**config.mk**
```make
export PLATFORM = sky130hd
export DESIGN_NAME = program_loader_flat
export DESIGN_NICKNAME = d
export VERILOG_FILES = /design/src/rtl/program_loader_if.sv /design/src/rtl/program_loader.sv /design/src/flat_wrapper.sv
export SDC_FILE = /design/constraint.sdc
export NUM_CORES = 1
export LEC_CHECK = 0
export CORE_ASPECT_RATIO = 1.1
export CORE_MARGIN = 5
export CORE_UTILIZATION = 45
export DETAILED_ROUTE_END_ITERATION = 8
export PLACE_DENSITY = 0.7
export SLEW_MARGIN = 10
export SYNTH_ARGS = -nofsm -noshare
export SYNTH_HDL_FRONTEND = slang
export SYNTH_SLANG_ARGS = --single-unit
```
**constraint.sdc**
```tcl
create_clock -name clk -period 4.22 [get_ports clk]
set_clock_uncertainty 0.15 [all_clocks]
set_input_delay 0.633 -clock clk [delete_from_list [all_inputs] [get_ports clk]]
set_output_delay 0.633 -clock clk [all_outputs]
set_load 0.01 [all_outputs]
```
**src/rtl/program_loader_if.sv**
```systemverilog
// program_loader_if: byte stream handshake between a source (master) and the loader (slave)
interface program_loader_if;
  logic [7:0] rx_data;
  logic       rx_valid;
  logic       rx_ready;
  modport master (output rx_data, rx_valid, input rx_ready);
  modport slave (input rx_data, rx_valid, output rx_ready);
endinterface

```
**src/rtl/program_loader.sv**
```systemverilog
// program_loader: framed byte stream to little-endian 32-bit program memory writes
// Define PROGRAM_LOADER_CHECKSUM_EN to require a trailing XOR checksum byte (CHK state).
module program_loader #(
  parameter int INSTR_ADDR_WIDTH = 8
) (
  input  logic                        clk,
  input  logic                        rst,
  input  logic                        start,
  program_loader_if.slave             rx,
  output logic                        pgm,
  output logic                        mem_we,
  output logic [INSTR_ADDR_WIDTH-1:0] mem_addr,
  output logic [31:0]                 mem_wdata,
  output logic                        busy,
  output logic                        done,
  output logic                        error,
  output logic [INSTR_ADDR_WIDTH:0]   word_count
);
  localparam int AW = INSTR_ADDR_WIDTH;
`ifdef PROGRAM_LOADER_CHECKSUM_EN
  typedef enum logic [2:0] {IDLE, LEN_LO, LEN_HI, DATA, CHK, DONE, ERR} state_t;
  logic [7:0] csum;
`else
  typedef enum logic [2:0] {IDLE, LEN_LO, LEN_HI, DATA, DONE, ERR} state_t;
`endif
  state_t      state;
  logic [7:0]  len_lo;
  logic [15:0] len;
  logic [1:0]  idx;
  logic        xfer;
  logic [15:0] len_in;
  assign len_in = {rx.rx_data, len_lo};
  assign busy = !(state inside {IDLE, DONE, ERR});
  assign rx.rx_ready = busy;
  assign pgm = busy || state == ERR;
  assign xfer = rx.rx_valid && rx.rx_ready;
  always_ff @(posedge clk) begin
    if (rst) begin
      state <= IDLE;
      mem_we <= 1'b0;
      mem_addr <= '0;
      mem_wdata <= '0;
      word_count <= '0;
      done <= 1'b0;
      error <= 1'b0;
      len_lo <= '0;
      len <= '0;
      idx <= '0;
`ifdef PROGRAM_LOADER_CHECKSUM_EN
      csum <= '0;
`endif
    end else begin
      mem_we <= 1'b0;
      if (mem_we) begin
        mem_addr <= mem_addr + AW'(1);
        word_count <= word_count + (AW+1)'(1);
      end
      case (state)
        IDLE, DONE, ERR: if (start) begin
          state <= LEN_LO;
          done <= 1'b0;
          error <= 1'b0;
          word_count <= '0;
          idx <= '0;
          mem_addr <= '0;
`ifdef PROGRAM_LOADER_CHECKSUM_EN
          csum <= '0;
`endif
        end
        LEN_LO: if (xfer) begin
          len_lo <= rx.rx_data;
          state <= LEN_HI;
        end
        LEN_HI: if (xfer) begin
          len <= len_in;
          if (len_in == 16'd0) begin
            state <= DONE;
            done <= 1'b1;
          end else if (17'(len_in) > (17'd1 << AW)) begin
            state <= ERR;
            error <= 1'b1;
          end else
            state <= DATA;
        end
        DATA: if (xfer) begin
          mem_wdata[8*idx +: 8] <= rx.rx_data;
          idx <= idx + 2'd1;
`ifdef PROGRAM_LOADER_CHECKSUM_EN
          csum <= csum ^ rx.rx_data;
`endif
          if (idx == 2'd3) begin
            mem_we <= 1'b1;
            if (17'(word_count) + 17'd1 == 17'(len)) begin
`ifdef PROGRAM_LOADER_CHECKSUM_EN
              state <= CHK;
`else
              state <= DONE;
              done <= 1'b1;
`endif
            end
          end
        end
`ifdef PROGRAM_LOADER_CHECKSUM_EN
        CHK: if (xfer) begin
          state <= rx.rx_data == csum ? DONE : ERR;
          done <= rx.rx_data == csum;
          error <= rx.rx_data != csum;
        end
`endif
        default: state <= IDLE;
      endcase
    end
  end
endmodule
```
**src/flat_wrapper.sv**
```systemverilog
// flat-port wrapper written by rule: the top's interface ports become plain ports
module program_loader_flat 
#(
  parameter int INSTR_ADDR_WIDTH = 8
)
  (clk, rst, start, pgm, mem_we, mem_addr, mem_wdata, busy, done, error, word_count, rx_rx_data, rx_rx_valid, rx_rx_ready);
  program_loader_if rx_i ();
  input  logic clk;
  input  logic rst;
  input  logic start;
  output logic pgm;
  output logic mem_we;
  output logic [INSTR_ADDR_WIDTH-1:0] mem_addr;
  output logic [31:0] mem_wdata;
  output logic busy;
  output logic done;
  output logic error;
  output logic [INSTR_ADDR_WIDTH:0] word_count;
  input wire logic [$bits(rx_i.rx_data)-1:0] rx_rx_data;
  input wire logic [$bits(rx_i.rx_valid)-1:0] rx_rx_valid;
  output wire logic [$bits(rx_i.rx_ready)-1:0] rx_rx_ready;
  assign rx_i.rx_data = rx_rx_data;
  assign rx_i.rx_valid = rx_rx_valid;
  assign rx_rx_ready = rx_i.rx_ready;
  program_loader #(.INSTR_ADDR_WIDTH(INSTR_ADDR_WIDTH)) u_core (.clk(clk), .rst(rst), .start(start), .rx(rx_i), .pgm(pgm), .mem_we(mem_we), .mem_addr(mem_addr), .mem_wdata(mem_wdata), .busy(busy), .done(done), .error(error), .word_count(word_count));
endmodule
```
## Yosys cells after proc, flatten, opt, wreduce, memory -nomap -nowiden

Cells that the tools add are included.

- Equality and inequality tests: 16
- $add $sub $neg: 5
- Divide/modulo/power cells: 0
- $mul: 0
- Mux-type cells: 31
- Bitwise gates (word level): 2
- Shift operators: 2
- Order comparisons: 1
- Reductions and logical operators: 18

Operators by type and width:

| operator | count |
|---|---|
| negation 5 -> 34 bit | 1 |
| variable shift 8 x 34 -> 32 bit, first input constant | 1 |
| indexed part select 8 x 34 -> 32 bit | 1 |
| bitwise mux 32 bit | 1 |
| two-way mux 9 bit | 3 |
| two-way mux 3 bit | 8 |
| two-way mux 8 bit | 3 |
| == test 17 x 16 -> 1 bit | 1 |
| greater-than comparator 16 x 9 -> 1 bit, second input constant | 1 |
| logical NOT 16 bit | 1 |
| inequality test 2 x 1 -> 1 bit, second input constant | 7 |
| one-hot mux 3 bit (4 select lines) | 1 |
| adder 9 x 1 -> 10 bit, second input constant | 1 |
| two-way mux 1 bit | 10 |
| adder 9 x 1 -> 9 bit, second input constant | 1 |
| adder 8 x 1 -> 8 bit, second input constant | 1 |
| AND reduction 7 bit | 1 |
| == test 3 x 2 -> 1 bit, second input constant | 2 |
| == test 3 bit, second input constant | 2 |
| AND reduction 2 bit | 3 |
| AND reduction 6 bit | 1 |
| nonzero test 3 bit | 2 |
| OR reduction 3 bit | 2 |
| AND reduction 5 bit | 1 |
| 15 further kinds | 19 |

- Bits in registers: 81
- Output and inout bits: 55
- RAM bits: 0
- Word-level logic and storage cells: 85
- Memories kept: 0
- Bits in latches: 0
- Input bits: 12
- Bits in read-only memories: 0

## Logic depth before layout (Yosys ltp)

Gate-level depths: netlist (run 1).

- Word-level depth: 6
- Depth in mapped cells: 8
- Mapped depth without buffers: 7

## Least setup slack after synthesis (run 1)

No wires, ideal clock.

- Kind: input -> register
- From: in rx_rx_data[5]
- To: reg u_core.state[0]
- Setup time: 0.141 ns
- Slack: 2.230 ns
- Stages on the path: 6
- Data required time: 3.929 ns
- Path buffers: 0
- Arrival: 1.700 ns
- Cell sequence: nor4_1 nand2_1 o311ai_1 a21oi_1 o221ai_1 a31oi_1

- Longest elaborated chain between the ends: 4

RTL lines:

| what | RTL line | RTL |
|---|---|---|
| start, declared | flat_wrapper.sv:19 | `input wire logic [$bits(rx_i.rx_data)-1:0] rx_rx_data;` |
| logical NOT 16 bit | program_loader.sv:76 | `if (len_in == 16'd0) begin` |
| two-way mux 3 bit | program_loader.sv:76 |  |
| two-way mux 3 bit | program_loader.sv:74 | `LEN_HI: if (xfer) begin` |
| one-hot mux 3 bit (4 select lines) | program_loader.sv:58 | `case (state)` |
| end signal, assigned | program_loader.sv:60 | `state <= LEN_LO;` |
| end signal, assigned | program_loader.sv:77 | `state <= DONE;` |
| end signal, assigned | program_loader.sv:80 | `state <= ERR;` |
| end, declared | program_loader.sv:26 | `state_t state;` |

Every way passes these cells. The select of a mux whose other input is x is not followed.
A chain may end at the register's enable or synchronous reset.

## Worst setup path after layout (run 1)

- From: reg u_core.state[0]
- To: out busy

- Longest elaborated chain between the ends: 3
- Elaborated cells on any way between the ends: 5
- Those cells by class: eq/ne (2); reduce/logical (3)

RTL lines:

| what | RTL line | RTL |
|---|---|---|
| start signal, assigned | program_loader.sv:39 | `state <= IDLE;` |
| start signal, assigned | program_loader.sv:60 |  |
| start signal, assigned | program_loader.sv:72 | `state <= LEN_HI;` |
| == test 3 bit / logical NOT 3 bit (equally long branches) | program_loader.sv:33 | `assign busy = !(state inside {IDLE, DONE, ERR});` |
| nonzero test 3 bit (*) | program_loader.sv:33 |  |
| logical NOT 1 bit (*) | program_loader.sv:33 |  |
| end, declared | flat_wrapper.sv:15 | `output logic busy;` |

Mark *: on every way between the ends. The rest lies on a longest branch, timed or not.

==> results of run 1 <==
per-stage QoR:
stage / hold slack, ns / instance area, um2
final: 0.305 / 4530
after global routing: 0.334 / 4530
after CTS: 0.310 / 4530
after detailed placement: 0.296 / 4300
after global placement: 0.291 / 4300
after floorplan: 0.286 / 3610
routing by layer:
layer / global-route usage / wire, um / up-vias / share of wire
li1: - / - / 1647 / -
met3: 0.0485 / 492 / 22 / 0.056
met1: 0.220 / 4020 / 1530 / 0.46
met4: 0.0813 / 223 / 0 / 0.025
met5: 0 / 0 / - / 0
met2: 0.285 / 4060 / 99 / 0.46
layout make-up:
cell class | instances | share of cell area
clock buffers | 11 | 0.0312
flip-flops and latches | 81 | 0.358
repair buffers | 68 | 0.148
multi-input cells | 339 | 0.408
well taps | 108 | 0.0298
inverters | 7 | 0.00580
clock inverters | 5 | 0.0193
path summary, 6_finish.rpt:
path,start,endpoint,cells past startpoint
setup reg to reg,u_core.idx[0]$_SDFFE_PP0P_,u_core.state[0]$_SDFFE_PP0P_,7
hold / removal,u_core.mem_wdata[29]$_SDFFE_PP0P_,u_core.mem_wdata[29]$_SDFFE_PP0P_,2
setup / recovery,u_core.state[0]$_SDFFE_PP0P_,busy,4
hold reg to reg,u_core.mem_wdata[29]$_SDFFE_PP0P_,u_core.mem_wdata[29]$_SDFFE_PP0P_,2
cell usage in the layout, fill, tap and decap left out, types with 8 or more instances in the layout:
cell and n:
a21oi_1 64, and2_1 8, clkbuf_8 10, clkdlybuf4s50_1 65, dfxtp_1 81, ha_1 8, nand2_1 100, nand3_1 39
nor2_1 34, xnor2_1 14, xor2_1 11
worst max-delay path, delay by kind of cell (launching register included):
family                 cells  cell delay [ns]
and+or+nand+nor            2             0.33
buffers and inverters      2             0.71
DFF                        1             0.59
state kept, by name, summed over array words and instances (netlist names):
signal,flops
u_core.mem_wdata,32
u_core.mem_we,1
u_core.len,16
u_core.word_count,9
u_core.state,3
u_core.done,1
u_core.len_lo,8
u_core.idx,2
u_core.mem_addr,8
u_core.error,1
logic make-up after synthesis:
kind of cell / synth area share
and+or+nand+nor: 0.279
buffers and inverters: 0.0388
muxes: 0.00832
DFF: 0.449
AOI/OAI and AO/OA: 0.136
xor gates and xnor gates: 0.0607
adders and majority gates: 0.0277
power groups by stage:
stage	Clock (mW)	Sequential (mW)	Combinational, mW
6_report	0.643	0.796	0.153
5_1_grt	0.691	0.798	0.167
4_1_cts	0.653	0.795	0.153
3_5_place_dp	0	0.813	0.152
3_3_place_gp	0	0.813	0.150
2_1_floorplan	0	0.804	0.102
==> flow_summary.ini, run 1 <==
[run_status]
status = complete, no violations

[synth]
ys_seq_area_frac = 0.449
synth.most_common_cell = nand2_1
synth_edf_count = 0
syn_inst = 453
yosysWarnings = 0
syn_nets = 473
synthTopCellsByCount = nand2_1 (100), dfxtp_1 (81), a21oi_1 (64)
synth-async-reset-ratio = 0
syn-cell-area_um2 = 3610
synth_area_leader_cell = dfxtp_1
synth-seq-cells = 81
synth.distinct_cells = 45
ys.flop_type = dfxtp_1
yosys-top-cells-area = dfxtp_1 (45%), nand2_1 (10%), a21oi_1 (8.9%)
syn_avg_cell_area_um2 = 7.97
synth_top_area_frac = 0.449

[drt]
via_per_inst = 5.33
wl_um = 8800
firstDrtPassIters = 4
route.detailed.drc = 0
wl_per_cell_um = 14.2
via_count = 3298
drt-initial-drc-count = 122
detail-route-antenna-nets = 0

[cells_and_area]
antenna_cells = 0
multi_input_area_um2 = 1850
stdcell_count = 619
seq_area_um2 = 1620
fillCellCount = 729
utilization = 0.576
drive_above_1_share = 0.0431
fin_nets = 526
synthToLayoutAreaGrowth_pct = 25.5

[worst_setup_path]
cp_max_fo = 14
cpPeakStageDelay_ns = 0.59
r2r_slack_ns = 1.78
required_ns = 3.44
crit_slowest_cell = dfxtp_1
timing_worst_setup_path_type = flop to output pin
cp_cell_sequence = nor2b_1 > nor2_1 > inv_1 > clkdlybuf4s50_1
critPathLaunchType = flop
arrival_ns = 1.98
crit_path_end_kind = output pin

[grt]
first_global_vias = 3211
track_usage = 0.178
grt_pass1_wl_um = 14400
overflow = 0
grt_max_degree = 63
antenna_found_initial = 0

[floorplan]
num_rows = 34
dieArea_um2 = 9910
start_util = 0.459
core_um2 = 7870
die_h_um = 104
die_w_um = 95.4
pin_count = 67

[pwr]
power.net_switching_mw = 0.398
share_comb_of_total_power = 0.096
share_clk_of_total_power = 0.404
ir_drop_uv = 195
intPower_mw = 1.19
power_density_nw_per_um2 = 351
p_seq_frac = 0.500
sw_frac_of_total = 0.250
finalPower_mw = 1.59
p_leak_nw = 1.52

[clock_network]
cts_buffers = 9
cts-resized-gates = 0
cts_setup_buffers = 0
ctsHoldBuffers = 0
clockBufferDepth = 2
path_clk_slew_ns = 0.08
insertion_delay_ns = 0.35
clock-sinks = 81
h-tree-depth = 3
clockRootBuffer = clkbuf_8
cts_tree = built

[sta]
slew_headroom = 0.367
worst-slew-pin-transition_ns = 0.942
slew_violations = 0
timing.final.crit_share = 0.654
worst_slack_ns = 1.46
finalHoldViolCount = 0
rsz0062_at_grt = false
finalSetupViolations = 0
period_minus_slack_ns = 2.76
final.setup.tns_ns = 0
timing.fmax_mhz = 362

[placed_design]
pre_cts_slack_ns = 1.47
dp_cells = 603
dp.final_hpwl_um = 6170
gp_congestion = 0.869
port_buffers = 66

[flow_run]
cap_violations = 0

[hold_path]
hold_class = flop to flop
Power figures use the tool's default switching activity.
==> run 2, diff against run 1 <==
==> constraint.sdc (replaced) <==
create_clock -name clk -period 2.8 [get_ports clk]
set_clock_uncertainty 0.15 [all_clocks]
set_input_delay 0.42 -clock clk [delete_from_list [all_inputs] [get_ports clk]]
set_output_delay 0.42 -clock clk [all_outputs]
set_load 0.01 [all_outputs]
==> flow_summary.ini, run 2 (same netlist as run 1, synthesis figures left out) <==
[placed_design]
dp.final_hpwl_um = 6600
gp_congestion = 0.872
dp_cells = 621
port_buffers = 66

[cells_and_area]
antenna_cells = 0
regMostFlops = u_core.mem_wdata
largest_reg_flops = 32
seq_area_um2 = 1620
reg.largest.list = u_core.mem_wdata: 32 flops, u_core.len: 16 flops, u_core.word_count: 9 flops
final_cell_mix = nand2_1 (100), dfxtp_1 (81), clkdlybuf4s50_1 (65)
stdcell_count = 635
synthToLayoutAreaGrowth_pct = 28.0
layout_commonest_cell = nand2_1
multi_input_area_um2 = 1850
drive_above_1_share = 0.0721
fillCellCount = 755
fin_nets = 544

[sta]
worst-slew-pin-transition_ns = 0.422
slew_violations = 0
timing.final.crit_share = 0.874
slew_headroom = 0.719
period_minus_slack_ns = 2.45
finalHoldViolCount = 0
finalSetupViolations = 0
rsz0062_at_grt = false
hold_slack_ns = 0.306
timing.fmax_mhz = 409
final.setup.tns_ns = 0

[worst_setup_path]
r2r-start = u_core.word_count[0]$_SDFF_PP0_
cp_max_fo = 14
timing_worst_setup_path_type = flop to output pin
crit_path_end_kind = output pin
r2r_slack_ns = 0.60
critPathLaunchType = flop
timing.rr.end = u_core.state[1]$_SDFFE_PP0P_
arrival_ns = 1.88
required_ns = 2.23
reg2regPathDepth = 7

[clock_network]
cts_tree = built
cts_buffers = 9
h-tree-depth = 3
clock-sinks = 81
path_clk_slew_ns = 0.08
clockBufferDepth = 2
insertion_delay_ns = 0.35
clockRootBuffer = clkbuf_8
cts-resized-gates = 0
cts_setup_buffers = 0
ctsHoldBuffers = 0

[grt]
track_usage = 0.190
antenna_found_initial = 0
grt_max_degree = 32
overflow = 0
grt_pass1_wl_um = 15200
first_global_vias = 3145

[pwr]
share_comb_of_total_power = 0.115
share_clk_of_total_power = 0.363
sw_frac_of_total = 0.252
ir_drop_uv = 333
p_seq_frac = 0.521
p_leak_nw = 1.59
intPower_mw = 1.70
power.net_switching_mw = 0.576
power_density_nw_per_um2 = 494

[floorplan]
die_w_um = 95.4
num_rows = 34
die_h_um = 104
core_um2 = 7870
start_util = 0.459
dieArea_um2 = 9910
pin_count = 67

[drt]
firstDrtPassIters = 4
via_count = 3356
via_per_inst = 5.29
route.detailed.drc = 0
drt-initial-drc-count = 96
detail-route-antenna-nets = 0
wl_per_cell_um = 14.3
wl_um = 9090

[hold_path]
hold_class = flop to flop
worstHoldStart = u_core.mem_wdata[27]$_SDFFE_PP0P_
holdPathEnd = u_core.mem_wdata[27]$_SDFFE_PP0P_
min_path_cells = 2

[flow_run]
cap_violations = 0

[run_status]
status = complete, no violations
==> run 2: cell types whose count changed in the layout (fill, tap and decap cells not counted) <==
cell / before / now
inv_8: 1 / 0
clkinv_2: 0 / 1
bufinv_16: 2 / 1
buf_4: 2 / 20
clkinv_4: 1 / 0
==> run 2: area by class of cell <==
class,count,share of cell area
clock buffer,11,0.0306
clock inverter,3,0.00921
inverter,7,0.00569
multi-input combinational,339,0.400
sequential,81,0.351
tap,108,0.0292
timing repair buffer,86,0.174
==> run 2: worst max path at each step <==
stage	start	depth (start not counted)	endpoint
finish	u_core.state[0]$_SDFFE_PP0P_	5	busy
global route	u_core.state[0]$_SDFFE_PP0P_	5	busy
CTS	u_core.state[0]$_SDFFE_PP0P_	5	busy
detailed placement	rx_rx_valid	6	u_core.mem_wdata[29]$_SDFFE_PP0P_
global placement	rx_rx_data[5]	7	u_core.state[0]$_SDFFE_PP0P_
floorplan	u_core.word_count[0]$_SDFF_PP0_	7	u_core.state[0]$_SDFFE_PP0P_
==> run 2: through the flow <==
step | utilization | setup slack, ns | total power, mW | instance area, um2
after CTS | 0.587 | 0.353 | 2.30 | 4620
after floorplan | - | 0.847 | 1.36 | 3610
final | 0.587 | 0.353 | 2.28 | 4620
after detailed placement | 0.564 | 0.419 | 1.48 | 4440
after global placement | 0.564 | 0.457 | 1.47 | 4440
after global routing | 0.587 | 0.261 | 2.37 | 4620
==> run 2: metal layers <==
metal | track usage | routed length (um) | vias to the layer above
met1 | 0.251 | 4240 | 1564
met3 | 0.0543 | 525 | 17
met2 | 0.293 | 4160 | 96
li1 | - | - | 1679
met4 | 0.0661 | 174 | 0
met5 | 0 | 0 | -
==> run 2: power groups by stage <==
stage          logic [mW]  clock network [mW]  registers (mW)
2_1_floorplan       0.153                   0            1.21
3_3_place_gp        0.260                   0            1.21
3_5_place_dp        0.263                   0            1.22
4_1_cts             0.263               0.845            1.19
5_1_grt             0.288               0.894            1.19
6_report            0.263               0.828            1.19
==> run 2: worst max-delay path, stage by stage (launching register included) <==
cell	delay, ns
dfxtp_1	0.30
buf_4	0.17
nor2b_1	0.14
nor2_1	0.26
inv_1	0.15
clkdlybuf4s50_1	0.50
